$ cat src/rtl/i2f_pair_fsm_if.sv
// Handshake and operand bundle between the integer source, the converter
// and the downstream floating-point divider.
interface i2f_pair_fsm_if;
   logic        r_i;
   logic [31:0] a;
   logic [31:0] b;
   logic [31:0] n;
   logic [31:0] x;
   logic        r_o;
   logic        busy;

   // The requester drives the start strobe and both integers
   modport master (
      output r_i,
      output a,
      output b,
      input  n,
      input  x,
      input  r_o,
      input  busy
   );

   // The converter consumes the integers and returns both floats
   modport slave (
      input  r_i,
      input  a,
      input  b,
      output n,
      output x,
      output r_o,
      output busy
   );
endinterface

$ cat src/rtl/i2f_pair_fsm.sv
// Converts a pair of signed 32-bit integers into IEEE-754 single-precision
// values using one shared normaliser/rounder, operand A first, then B.
// Both results are published together with a one-cycle r_o pulse.
module i2f_pair_fsm (
   input  logic          clk,
   input  logic          rst_n,
   i2f_pair_fsm_if.slave bus
);

   typedef enum logic [3:0] {
      IDLE    = 4'd0,
      LOAD_A  = 4'd1,
      NORM_A  = 4'd2,
      ROUND_A = 4'd3,
      PACK_A  = 4'd4,
      LOAD_B  = 4'd5,
      NORM_B  = 4'd6,
      ROUND_B = 4'd7,
      PACK_B  = 4'd8,
      DONE    = 4'd9
   } state_t;

   state_t state;
   state_t state_next;

   // Latched operands, shared working registers and per-operand results
   logic [31:0] a_reg;
   logic [31:0] b_reg;
   logic        sign;
   logic [31:0] mag;
   logic [5:0]  sh;
   logic [31:0] packed_word;
   logic [31:0] res_a;
   logic [31:0] n_reg;
   logic [31:0] x_reg;

   // Combinational helpers for the shared datapath
   logic        op_b;
   logic [31:0] load_v;
   logic        load_sign;
   logic [31:0] load_mag;
   logic        load_zero;
   logic [22:0] rnd_mant;
   logic        rnd_guard;
   logic        rnd_sticky;
   logic        rnd_inc;
   logic [23:0] rnd_sum;
   logic [7:0]  rnd_exp;
   logic [7:0]  rnd_exp_final;
   logic [22:0] rnd_mant_final;
   logic        out_busy;
   logic        out_r_o;

   // Operand select and the sign/magnitude split used by both LOAD states
   always_comb begin
      op_b      = (state inside {LOAD_B, NORM_B, ROUND_B, PACK_B});
      load_v    = op_b ? b_reg : a_reg;
      load_sign = load_v[31];
      load_mag  = load_sign ? (32'd0 - load_v) : load_v;
      load_zero = (load_mag == 32'd0);
   end

   // Round-to-nearest-even on the normalised magnitude; a carry out of the
   // mantissa bumps the exponent, which can never reach the all-ones code
   always_comb begin
      rnd_mant       = mag[30:8];
      rnd_guard      = mag[7];
      rnd_sticky     = |mag[6:0];
      rnd_inc        = rnd_guard & (rnd_sticky | rnd_mant[0]);
      rnd_sum        = {1'b0, rnd_mant} + {23'd0, rnd_inc};
      rnd_exp        = 8'd158 - {2'b00, sh};
      rnd_exp_final  = rnd_exp;
      rnd_mant_final = rnd_sum[22:0];
      if (rnd_sum[23]) begin
         rnd_exp_final  = rnd_exp + 8'd1;
         rnd_mant_final = 23'd0;
      end
   end

   // State register
   always_ff @(posedge clk or negedge rst_n) begin
      if (!rst_n) begin
         state <= IDLE;
      end else begin
         state <= state_next;
      end
   end

   // Next-state logic; a zero operand skips straight from LOAD to PACK and
   // NORM loops one bit per cycle until the leading one reaches bit 31
   always_comb begin
      state_next = state;
      unique case (state)
         IDLE:    if (bus.r_i) state_next = LOAD_A;
         LOAD_A:  state_next = load_zero ? PACK_A : NORM_A;
         NORM_A:  state_next = mag[31] ? ROUND_A : NORM_A;
         ROUND_A: state_next = PACK_A;
         PACK_A:  state_next = LOAD_B;
         LOAD_B:  state_next = load_zero ? PACK_B : NORM_B;
         NORM_B:  state_next = mag[31] ? ROUND_B : NORM_B;
         ROUND_B: state_next = PACK_B;
         PACK_B:  state_next = DONE;
         DONE:    state_next = IDLE;
         default: state_next = IDLE;
      endcase
   end

   // Output decode: busy everywhere but IDLE, r_o only for the DONE cycle
   always_comb begin
      out_busy = (state != IDLE);
      out_r_o  = (state == DONE);
   end

   // Datapath registers; n and x only change on the edge entering DONE
   always_ff @(posedge clk or negedge rst_n) begin
      if (!rst_n) begin
         a_reg       <= 32'd0;
         b_reg       <= 32'd0;
         sign        <= 1'b0;
         mag         <= 32'd0;
         sh          <= 6'd0;
         packed_word <= 32'd0;
         res_a       <= 32'd0;
         n_reg       <= 32'd0;
         x_reg       <= 32'd0;
      end else begin
         unique case (state)
            IDLE: begin
               if (bus.r_i) begin
                  a_reg <= bus.a;
                  b_reg <= bus.b;
               end
            end
            LOAD_A, LOAD_B: begin
               sign <= load_sign;
               mag  <= load_mag;
               sh   <= 6'd0;
               if (load_zero) begin
                  packed_word <= 32'd0;
               end
            end
            NORM_A, NORM_B: begin
               if (!mag[31]) begin
                  mag <= {mag[30:0], 1'b0};
                  sh  <= sh + 6'd1;
               end
            end
            ROUND_A, ROUND_B: begin
               packed_word <= {sign, rnd_exp_final, rnd_mant_final};
            end
            PACK_A: begin
               res_a <= packed_word;
            end
            PACK_B: begin
               n_reg <= res_a;
               x_reg <= packed_word;
            end
            default: begin
            end
         endcase
      end
   end

   assign bus.n    = n_reg;
   assign bus.x    = x_reg;
   assign bus.r_o  = out_r_o;
   assign bus.busy = out_busy;

endmodule

$ cat src/flat_wrapper.sv
// flat-port wrapper written by rule: the top's interface ports become plain ports
module i2f_pair_fsm_flat 
  (clk, rst_n, bus_r_i, bus_a, bus_b, bus_n, bus_x, bus_r_o, bus_busy);
  i2f_pair_fsm_if bus_i ();
  input  logic clk;
  input  logic rst_n;
  input wire logic [$bits(bus_i.r_i)-1:0] bus_r_i;
  input wire logic [$bits(bus_i.a)-1:0] bus_a;
  input wire logic [$bits(bus_i.b)-1:0] bus_b;
  output wire logic [$bits(bus_i.n)-1:0] bus_n;
  output wire logic [$bits(bus_i.x)-1:0] bus_x;
  output wire logic [$bits(bus_i.r_o)-1:0] bus_r_o;
  output wire logic [$bits(bus_i.busy)-1:0] bus_busy;
  assign bus_i.r_i = bus_r_i;
  assign bus_i.a = bus_a;
  assign bus_i.b = bus_b;
  assign bus_n = bus_i.n;
  assign bus_x = bus_i.x;
  assign bus_r_o = bus_i.r_o;
  assign bus_busy = bus_i.busy;
  i2f_pair_fsm u_core (.clk(clk), .rst_n(rst_n), .bus(bus_i));
endmodule
$ cat config.mk
export PLATFORM = sky130hd
export DESIGN_NAME = i2f_pair_fsm_flat
export DESIGN_NICKNAME = d
export VERILOG_FILES = /design/src/rtl/i2f_pair_fsm_if.sv /design/src/rtl/i2f_pair_fsm.sv /design/src/flat_wrapper.sv
export SDC_FILE = /design/constraint.sdc
export NUM_CORES = 1
export LEC_CHECK = 0
export ABC_AREA = 1
export CELL_PAD_IN_SITES_DETAIL_PLACEMENT = 0
export CELL_PAD_IN_SITES_GLOBAL_PLACEMENT = 1
export CORE_ASPECT_RATIO = 0.6
export CORE_MARGIN = 1
export CORE_UTILIZATION = 42
export DETAILED_ROUTE_END_ITERATION = 10
export HOLD_SLACK_MARGIN = 0.08
export MAX_ROUTING_LAYER = met4
export PLACE_DENSITY_LB_ADDON = 0.08
export SLEW_MARGIN = 20
export SYNTH_ARGS = -nofsm -noshare
export SYNTH_HDL_FRONTEND = slang
export SYNTH_SLANG_ARGS = --single-unit
$ cat constraint.sdc
create_clock -name clk -period 3 [get_ports clk]
set_input_delay 0.3 -clock clk [delete_from_list [all_inputs] [get_ports clk]]
set_output_delay 0.3 -clock clk [all_outputs]
set_load 0.1 [all_outputs]
== Word level (Yosys, flattened, before mapping) ==
Index checks and enable logic that the tools add are counted.

* Register bits: 235
* Output and inout port bits: 66
* Word-level logic and storage cells: 59
* Input port bits: 67

* Bitwise gates (word level): 2
* Reduce and logical (&&, ||, !) cells: 13
* Add/sub/neg operators: 5
* Equal/unequal tests: 12
* Muxes and demuxes: 16

{| class="wikitable"
|+ Operator list
! operator !! count
|-
| 2-to-1 mux 32 bit || 4
|-
| one-hot mux 32 bit (2 select lines) || 2
|-
| one-hot mux 4 bit (9 select lines) || 1
|-
| logical NOT 32 bit || 1
|-
| subtractor 1 x 32 -> 32 bit, first input constant || 1
|-
| adder 23 x 1 -> 24 bit || 1
|-
| 2-to-1 mux 23 bit || 1
|-
| equality test 4 x 3 -> 1 bit, second input constant || 4
|-
| one-hot mux 6 bit (2 select lines) || 1
|-
| adder 8 x 1 -> 8 bit, second input constant || 1
|-
| equality test 4 x 2 -> 1 bit, second input constant || 2
|-
| equality test 4 bit, second input constant || 2
|-
| 2-to-1 mux 4 bit || 2
|-
| 2-to-1 mux 8 bit || 1
|-
| nonzero test 4 bit || 2
|-
| subtractor 8 x 6 -> 8 bit, first input constant || 1
|-
| OR reduction 7 bit || 1
|-
| adder 6 x 1 -> 6 bit, second input constant || 1
|-
| 2-to-1 mux 6 bit || 1
|-
| AND reduction 2 bit || 3
|-
| OR reduction 2 bit || 3
|-
| equality test 4 x 1 -> 1 bit, second input constant || 1
|-
| logical NOT 4 bit || 1
|-
| != test 2 bit, second input constant || 2
|-
| 6 further kinds || 8
|}

== Logic depth before layout (Yosys ltp) ==
Gate-level depths: netlist of the first run.

* Depth after elaboration: 8
* Mapped depth: 24
* Depth with buffers taken out: 23

== Worst setup path before layout of the first run ==
Ideal clock, no wire load.

* Path type: flip-flop to output port
* Start point: register u_core.state[1]
* End point: output bus_r_o
* Setup slack: 0.141 ns
* Stages on the path, launching flop included: 4
* Data required time: 2.700 ns
* Buffers on the path: 0
* Data arrival time: 2.559 ns
* Cells stage by stage: dfrtp_1 inv_1 nand2_1 nor3_1

* Longest elaborated chain between the ends: 1

{| class="wikitable"
|+ RTL lines
! element !! line !! source
|-
| start: declaration || i2f_pair_fsm.sv:23 || <nowiki>state_t state;</nowiki>
|-
| start signal: assignment || i2f_pair_fsm.sv:85 || <nowiki>state <= state_next;</nowiki>
|-
| equality test 4 bit || i2f_pair_fsm.sv:111 || <nowiki>out_r_o = (state == DONE);</nowiki>
|-
| end: declaration || flat_wrapper.sv:12 || <nowiki>output wire logic [$bits(bus_i.r_o)-1:0] bus_r_o;</nowiki>
|}

No other way between the ends.

== Worst setup path in the final report of the first run ==
* Start point: register u_core.state[2]
* End point: register u_core.packed_word[4]

* Longest elaborated chain between the ends: 8
* Elaborated cells on any way between the ends: 17
* Those cells by class: 1 x add/sub; 7 x eq/ne; 3 x mux; 6 x reduce/logical

{| class="wikitable"
|+ RTL lines
! element !! line !! source
|-
| equality test 4 x 3 -> 1 bit (tied with other cells) || i2f_pair_fsm.sv:56, i2f_pair_fsm.sv:127 ||
|-
| nonzero test 4 bit || i2f_pair_fsm.sv:56 || <nowiki>op_b = (state inside {LOAD_B, NORM_B, ROUND_B, PACK_B});</nowiki>
|-
| 2-to-1 mux 32 bit || i2f_pair_fsm.sv:57 || <nowiki>load_v = op_b ? b_reg : a_reg;</nowiki>
|-
| subtractor 1 x 32 -> 32 bit || i2f_pair_fsm.sv:59 || <nowiki>load_mag = load_sign ? (32'd0 - load_v) : load_v;</nowiki>
|-
| 2-to-1 mux 32 bit || i2f_pair_fsm.sv:59 ||
|-
| logical NOT 32 bit || i2f_pair_fsm.sv:60 || <nowiki>load_zero = (load_mag == 32'd0);</nowiki>
|-
| != test 2 x 1 -> 1 bit (no source line) || n/a ||
|-
| AND reduction 2 bit (no source line) || n/a ||
|-
| end signal: assignment || i2f_pair_fsm.sv:149 || <nowiki>packed_word <= {sign, rnd_exp_final, rnd_mant_final};</nowiki>
|-
| end: declaration || i2f_pair_fsm.sv:32 || <nowiki>logic [31:0] packed_word;</nowiki>
|}

Parallel ways exist; a longest one is shown, timed or not.
A chain may end at the register's enable or synchronous reset.

==> results of run 1 <==
## cell type report
class,instances,area (um^2),share of cell area
Sequential cell,235,5880,0.363
Inverter,171,652,0.0402
Clock inverter,12,101,0.00625
Tap cell,360,450,0.0278
Timing Repair Buffer,315,2850,0.176
Multi-Input combinational cell,956,5580,0.344
Clock buffer,30,684,0.0422
## per-stage QoR
stage / hold WS, ns / TNS (ns) / setup slack, ns / total power, mW / utilization
floorplan: 0.00441 / 0 / 0.141 / 11.7 / -
global placement: 0.293 / -6.96 / -0.233 / 15.2 / 0.524
detailed placement: 0.301 / -7.37 / -0.238 / 15.2 / 0.524
CTS: 0.326 / -1.82 / -0.0728 / 18.6 / 0.561
global route: 0.340 / -8.86 / -0.283 / 21.6 / 0.608
finish: 0.294 / -4.37 / -0.161 / 20.3 / 0.608
## worst max-delay path, delay by kind of cell (launching register included)
kind	cells	cell delay (ns)
fa+ha+maj	1	0.17
simple gates	18	2.01
flops	1	0.41
buf+inv	3	0.43
## metal layers
metal	vias up	track usage	part of all wire
li1	5157	-	-
met1	5095	0.363	0.53
met2	170	0.329	0.41
met3	25	0.0345	0.048
met4	0	0.0346	0.0098
met5	-	-	0
## final timing paths
path                                              startpoint  slack [ns]  cells past startpoint                                 to
worst max-delay path             u_core.state[2]$_DFFE_PN0P_       -0.16                     22  u_core.packed_word[4]$_DFFE_PN0P_
worst min-delay path                                   rst_n        0.29                      2       u_core.b_reg[14]$_DFFE_PN0P_
worst max register to register   u_core.state[2]$_DFFE_PN0P_       -0.16                     22  u_core.packed_word[4]$_DFFE_PN0P_
worst min register to register  u_core.res_a[14]$_DFFE_PN0P_        0.48                      2       u_core.res_a[14]$_DFFE_PN0P_
max in group asynchronous                              rst_n        1.86                      3       u_core.bus.x[19]$_DFFE_PN0N_
min in group clk                                    bus_b[1]        0.34                      3        u_core.b_reg[1]$_DFFE_PN0P_
## cells by family after synthesis
| logic type | count (synthesis) | synth area share |
|---|---|---|
| buf+inv | 236 | 0.0848 |
| fa+ha+maj | 3 | 0.00326 |
| simple gates | 706 | 0.259 |
| mux | 40 | 0.0392 |
| flops | 235 | 0.511 |
| compound gates | 201 | 0.0990 |
| xor+xnor | 5 | 0.00381 |
## synthesized netlist by cell type
master | instances | share of area
mux2_2 | 40 | 0.039
buf_2 | 5 | 0.0022
nor4_1 | 4 | 0.0022
nor2_4 | 1 | 0.00098
buf_1 | 6 | 0.0020
o211ai_1 | 4 | 0.0026
xnor2_1 | 2 | 0.0015
o221ai_1 | 29 | 0.022
nand4_1 | 12 | 0.0065
clkbuf_1 | 40 | 0.013
xor2_1 | 3 | 0.0023
ha_1 | 3 | 0.0033
nand2_4 | 1 | 0.00098
a21oi_1 | 66 | 0.029
a221o_1 | 1 | 0.00087
nor2_1 | 126 | 0.041
nor3_1 | 7 | 0.0030
o21ai_1 | 3 | 0.0013
nor3b_1 | 1 | 0.00065
buf_4 | 6 | 0.0039
dfrtp_1 | 235 | 0.51
inv_1 | 162 | 0.053
or2_2 | 5 | 0.0027
nand3_2 | 2 | 0.0017
nand2_1 | 397 | 0.13
inv_2 | 7 | 0.0023
nand2_2 | 8 | 0.0044
o21bai_2 | 1 | 0.00098
clkinv_1 | 2 | 0.00065
nor2_2 | 7 | 0.0038
o21ai_0 | 95 | 0.041
o22ai_1 | 2 | 0.0011
nand3_1 | 125 | 0.054
buf_6 | 8 | 0.0078
nand3b_1 | 10 | 0.0065
## report_power, final
group	switching (mW)	internal (mW)
sequential	0.711	4.47
combinational	7.64	4.43
clock	1.31	1.71
total	9.67	10.6
## what timing repair did
| item | CTS | global route |
|---|---|---|
| pin swaps | 3 | 79 |
| cloned | 1 | 5 |
| hold buffers | 1 | 0 |
| gates resized for setup | 37 | 249 |
| setup buffers | 7 | 31 |
| endpoints found under the setup margin | 35 | 35 |
| hold endpoints to repair | 72 | 0 |
==> out/results.ini, run 1 <==
[status]
status = complete, but fails checks
violations = negative setup slack

[logic_synthesis]
yosysSeqAreaShare = 0.511
yosysWarnings = 0
synth_cell_types = 35
syn-cell-area_um2 = 11500
synthCells = 1426
ys_ff_latch = 235
syn_area_per_cell_um2 = 8.06
syn_nets = 1496

[clock_network]
cts_htree_levels = 1
insertion_delay_ns = 0.54
clk_path_buf_depth = 3
cts_buffers = 24
cts_tree = built
root_buffer = clkbuf_16
path_clk_slew_ns = 0.06
cts_sinks = 235

[finish]
drive_gt1_frac = 0.313
fin_cells = 2079
layout_commonest_cell = nand2_1
fill_cells = 2414
antenna_cells = 0
final_cell_mix = nand2_1 (295), dfrtp_1 (233), buf_4 (205)
syn2layout_area_growth_pct = 40.9
nNetsFinal = 1773
fin_area_um2 = 16200

[drt]
drt_pass1_iterations = 4
drtIter0Drc = 791
routed_wl_mm = 33.4
ant_nets = 0
post_drt_wl_per_cell_um = 16.1
vias_per_cell = 5.03
drcViolationCount = 0
via_count = 10400

[critical_path]
cp.required_ns = 3.42
crit_arrival_ns = 3.58
critical_path.cell_chain = inv_2 -> nor2_4 -> nand2_8 -> nand2_8 -> nand2_2 -> nand2_2 -> ha_4 -> nand3_4 -> nor2_4 -> nand3_4 -> nand2_4 -> nand2_1 -> nand2_2 -> nand3_2 -> nor2_2 -> buf_6 -> nand2_2 -> nor2_4 -> nand3_4 -> clkbuf_16 -> nand3_1 -> nand2_1
critical-path-slowest-cell = dfrtp_2
cp_max_fo = 16
end_kind = flip-flop
path_class = flip-flop to flip-flop
cp-start-kind = flip-flop
slowest_delay_ns = 0.41
cpMostUsedCell = nand2_2

[place]
globalplace.congestion = 0.917
dpl-instance-area_um2 = 14000
dp_cells = 1993
place_hpwl_mm = 23.4
portBuffers = 132

[power_and_ir_drop]
ir_worst_vdd_mv = 0.998
powerDensity_nw_per_um2 = 1250
leakagePower_nw = 8.14

[hold_path]
hp-class = input pin to async pin

[die]
die_w_um = 216
die_h_um = 130
rows = 46
die_area_um2 = 28100
ios = 133
coreArea_um2 = 26600
start_util = 0.432

[global_route]
antenna_found_initial = 0
grt-ovfl-total = 0
grt_pass1_vias = 9703
grt_max_degree = 82
grt_use_total = 0.236
grt_pass1_wl_mm = 51.2

[sta]
finalSetupViolCount = 35
period_share = 1.05
fin_skew_ns = 0.0160
finalWorstSetupSlack_ns = -0.161
rsz0062_at_grt = yes
worstMarginPinSlew_ns = 1.02
drv_slew = 0
max_freq_mhz = 316
relSlewSlack = 0.319
final-hold-violation-count = 0
min_period_ns = 3.16

[job]
max-cap-violations = 0

Note: power is estimated with default switching activity, not from simulation.
==> run 2: changes to the inputs <==
SETUP_SLACK_MARGIN = 0.02   (was default)
==> run 2 against run 1 <==
  * The run still ends with negative setup slack left
  * Register-to-register slack better by 0.02 ns
  * Combinational power is essentially flat
  * Global-route usage up 0.78 points
  * Fmax is 0.76% higher
  * Non-clock buffer count up 10
  * Routed wire length up 0.16%
  * Critical endpoint unchanged
  * Largest cell class unchanged
==> out/results.ini, run 2 (synthesis results as in run 1) <==
[sta]
relSlewSlack = 0.308  ; -0.0109
finalWorstSetupSlack_ns = -0.137  ; +0.0238 ns
setup_tns_ns = -3.67  ; +0.702 ns
period_share = 1.05  ; -0.00794
rsz0062_at_grt = yes
min_period_ns = 3.14  ; -0.0238 ns
max_freq_mhz = 319  ; +0.76%
final-hold-violation-count = 0  ; unchanged
finalSetupViolCount = 35  ; unchanged
worstMarginPinSlew_ns = 1.03  ; +0.0163 ns
drv_slew = 0  ; unchanged
fin_skew_ns = 0.0127  ; -0.00329 ns

[finish]
fill_cells = 2400  ; -0.58%
fin_cells = 2089  ; +0.48%
seqCellArea_um2 = 5880  ; about the same
layout_commonest_cell = nand2_1
fin_util = 0.611  ; +0.00305
multiInputGateArea_um2 = 5560  ; -0.43%
antenna_cells = 0  ; unchanged
drive_gt1_frac = 0.312  ; -0.000653
nNetsFinal = 1783  ; +0.56%
final_cell_mix = nand2_1 (298), dfrtp_1 (232), buf_4 (212)
syn2layout_area_growth_pct = 41.6

[global_route]
grt-ovfl-total = 0  ; unchanged
grt_use_total = 0.243  ; +0.00783
grt_pass1_vias = 9932  ; +2.4%
grt_max_degree = 82  ; unchanged
grt_pass1_wl_mm = 52.7  ; +2.9%
antenna_found_initial = 0  ; unchanged

[clock_network]
cts_htree_levels = 1  ; unchanged
clk_path_buf_depth = 3  ; unchanged
insertion_delay_ns = 0.53  ; about the same
cts_tree = built
path_clk_slew_ns = 0.06  ; about the same
cts_buffers = 24  ; unchanged
cts_sinks = 235  ; unchanged
root_buffer = clkbuf_16

[critical_path]
cp-start-kind = flip-flop
path_class = flip-flop to flip-flop
end_kind = flip-flop
crit_arrival_ns = 3.55  ; -0.03 ns
cp.required_ns = 3.42  ; about the same
rrSetupSlack_ns = -0.14  ; +0.02 ns
cp_max_fo = 16  ; unchanged

[status]
status = complete, but fails checks
violations = negative setup slack

[place]
portBuffers = 132  ; unchanged
place_hpwl_mm = 23.4  ; unchanged
dp_cells = 1993  ; unchanged
globalplace.congestion = 0.917  ; unchanged

[die]
rows = 46  ; unchanged
die_h_um = 130  ; unchanged
ios = 133  ; unchanged
start_util = 0.432  ; unchanged
die_area_um2 = 28100  ; unchanged
die_w_um = 216  ; unchanged
coreArea_um2 = 26600  ; unchanged

[hold_path]
hp-class = input pin to async pin

[drt]
routed_wl_mm = 33.5  ; +0.16%
vias_per_cell = 5.00  ; -0.42%
ant_nets = 0  ; unchanged
post_drt_wl_per_cell_um = 16.0  ; -0.32%
drcViolationCount = 0  ; unchanged
via_count = 10500  ; +0.057%
drt_pass1_iterations = 5  ; +1
drtIter0Drc = 821  ; +3.8%

[power_and_ir_drop]
powerDensity_nw_per_um2 = 1250  ; -0.18%
totalPowerFinal_mw = 20.3  ; +0.32%
leakagePower_nw = 8.21  ; +0.85%
ir_worst_vdd_mv = 1.02  ; +2.2%

[job]
max-cap-violations = 0  ; unchanged

==> run 2: changes by cell type in the layout (fill, tap and decap cells not counted), moves of 3 or more <==
cell / change
nand2_1: +3
buf_4: +7
nand3_2: -4
nand3_1: +4
nand2_2: -5
buf_6: +3
==> run 2: where the power goes <==
group          switching (mW)  leakage, nW  internal (mW)  total (mW)
Combinational            7.63         4.89           4.52        12.1
Sequential              0.702         2.93           4.47        5.17
Clock                    1.31        0.389           1.71        3.02
Total                    9.64         8.21           10.7        20.3
==> run 2: final timing paths <==
| path | cells past startpoint | endpoint | start |
|---|---|---|---|
| max | 24 | u_core.packed_word[4]$_DFFE_PN0P_ | u_core.state[2]$_DFFE_PN0P_ |
| min | 2 | u_core.b_reg[14]$_DFFE_PN0P_ | rst_n |
| max reg2reg | 24 | u_core.packed_word[4]$_DFFE_PN0P_ | u_core.state[2]$_DFFE_PN0P_ |
| min reg2reg | 2 | u_core.res_a[14]$_DFFE_PN0P_ | u_core.res_a[14]$_DFFE_PN0P_ |
| max in group asynchronous | 3 | u_core.packed_word[19]$_DFFE_PN0P_ | rst_n |
| min in group clk | 3 | u_core.b_reg[1]$_DFFE_PN0P_ | bus_b[1] |
==> run 2: critical path, cell delays in order (launching register included) <==
cell       delay [ns]
dfrtp_1          0.41
buf_6            0.13
nor2_4           0.12
nand2_8          0.14
buf_12           0.18
buf_6            0.13
nand3_2          0.07
nand2_4          0.07
nand2_2          0.10
buf_4            0.13
nor2_4           0.03
nand2_4          0.14
inv_4            0.06
nand2_2          0.08
nand2_2          0.05
nand2_2          0.07
nand3_2          0.09
nor2_2           0.09
buf_4            0.14
nand2_1          0.08
nor2_4           0.15
nand3_4          0.17
clkbuf_16        0.24
nand3_1          0.08
nand2_1          0.05
==> run 2: cell type report <==
| cell class | instances | area share |
|---|---|---|
| Sequential cell | 235 | 0.361 |
| Tap cell | 360 | 0.0277 |
| Multi-Input combinational cell | 956 | 0.341 |
| Clock inverter | 12 | 0.00622 |
| Timing Repair Buffer | 325 | 0.182 |
| Clock buffer | 30 | 0.0420 |
| Inverter | 171 | 0.0399 |
==> run 2: timing repair <==
item,4_1_cts,5_1_grt
gates cloned,5,2
buffers inserted,27,21
endpoints found under the setup margin,35,35
pin swaps,26,48
resized for setup,103,175
hold endpoints to repair,72,0
hold buffers,1,0
==> run 2: through the flow <==
step	hold WS [ns]	cell area (um^2)	worst slack [ns]
floorplan	0.00441	11500	0.141
global placement	0.293	14000	-0.233
detailed placement	0.301	14000	-0.238
CTS	0.326	15500	-0.0336
global route	0.340	16300	-0.323
finish	0.294	16300	-0.137
==> run 2: metal layers <==
metal,vias up,global-route usage,part of all wire
met1,5071,0.374,0.53
met2,169,0.339,0.41
met3,27,0.0382,0.046
li1,5186,-,-
met5,-,-,0
met4,0,0.0355,0.0099
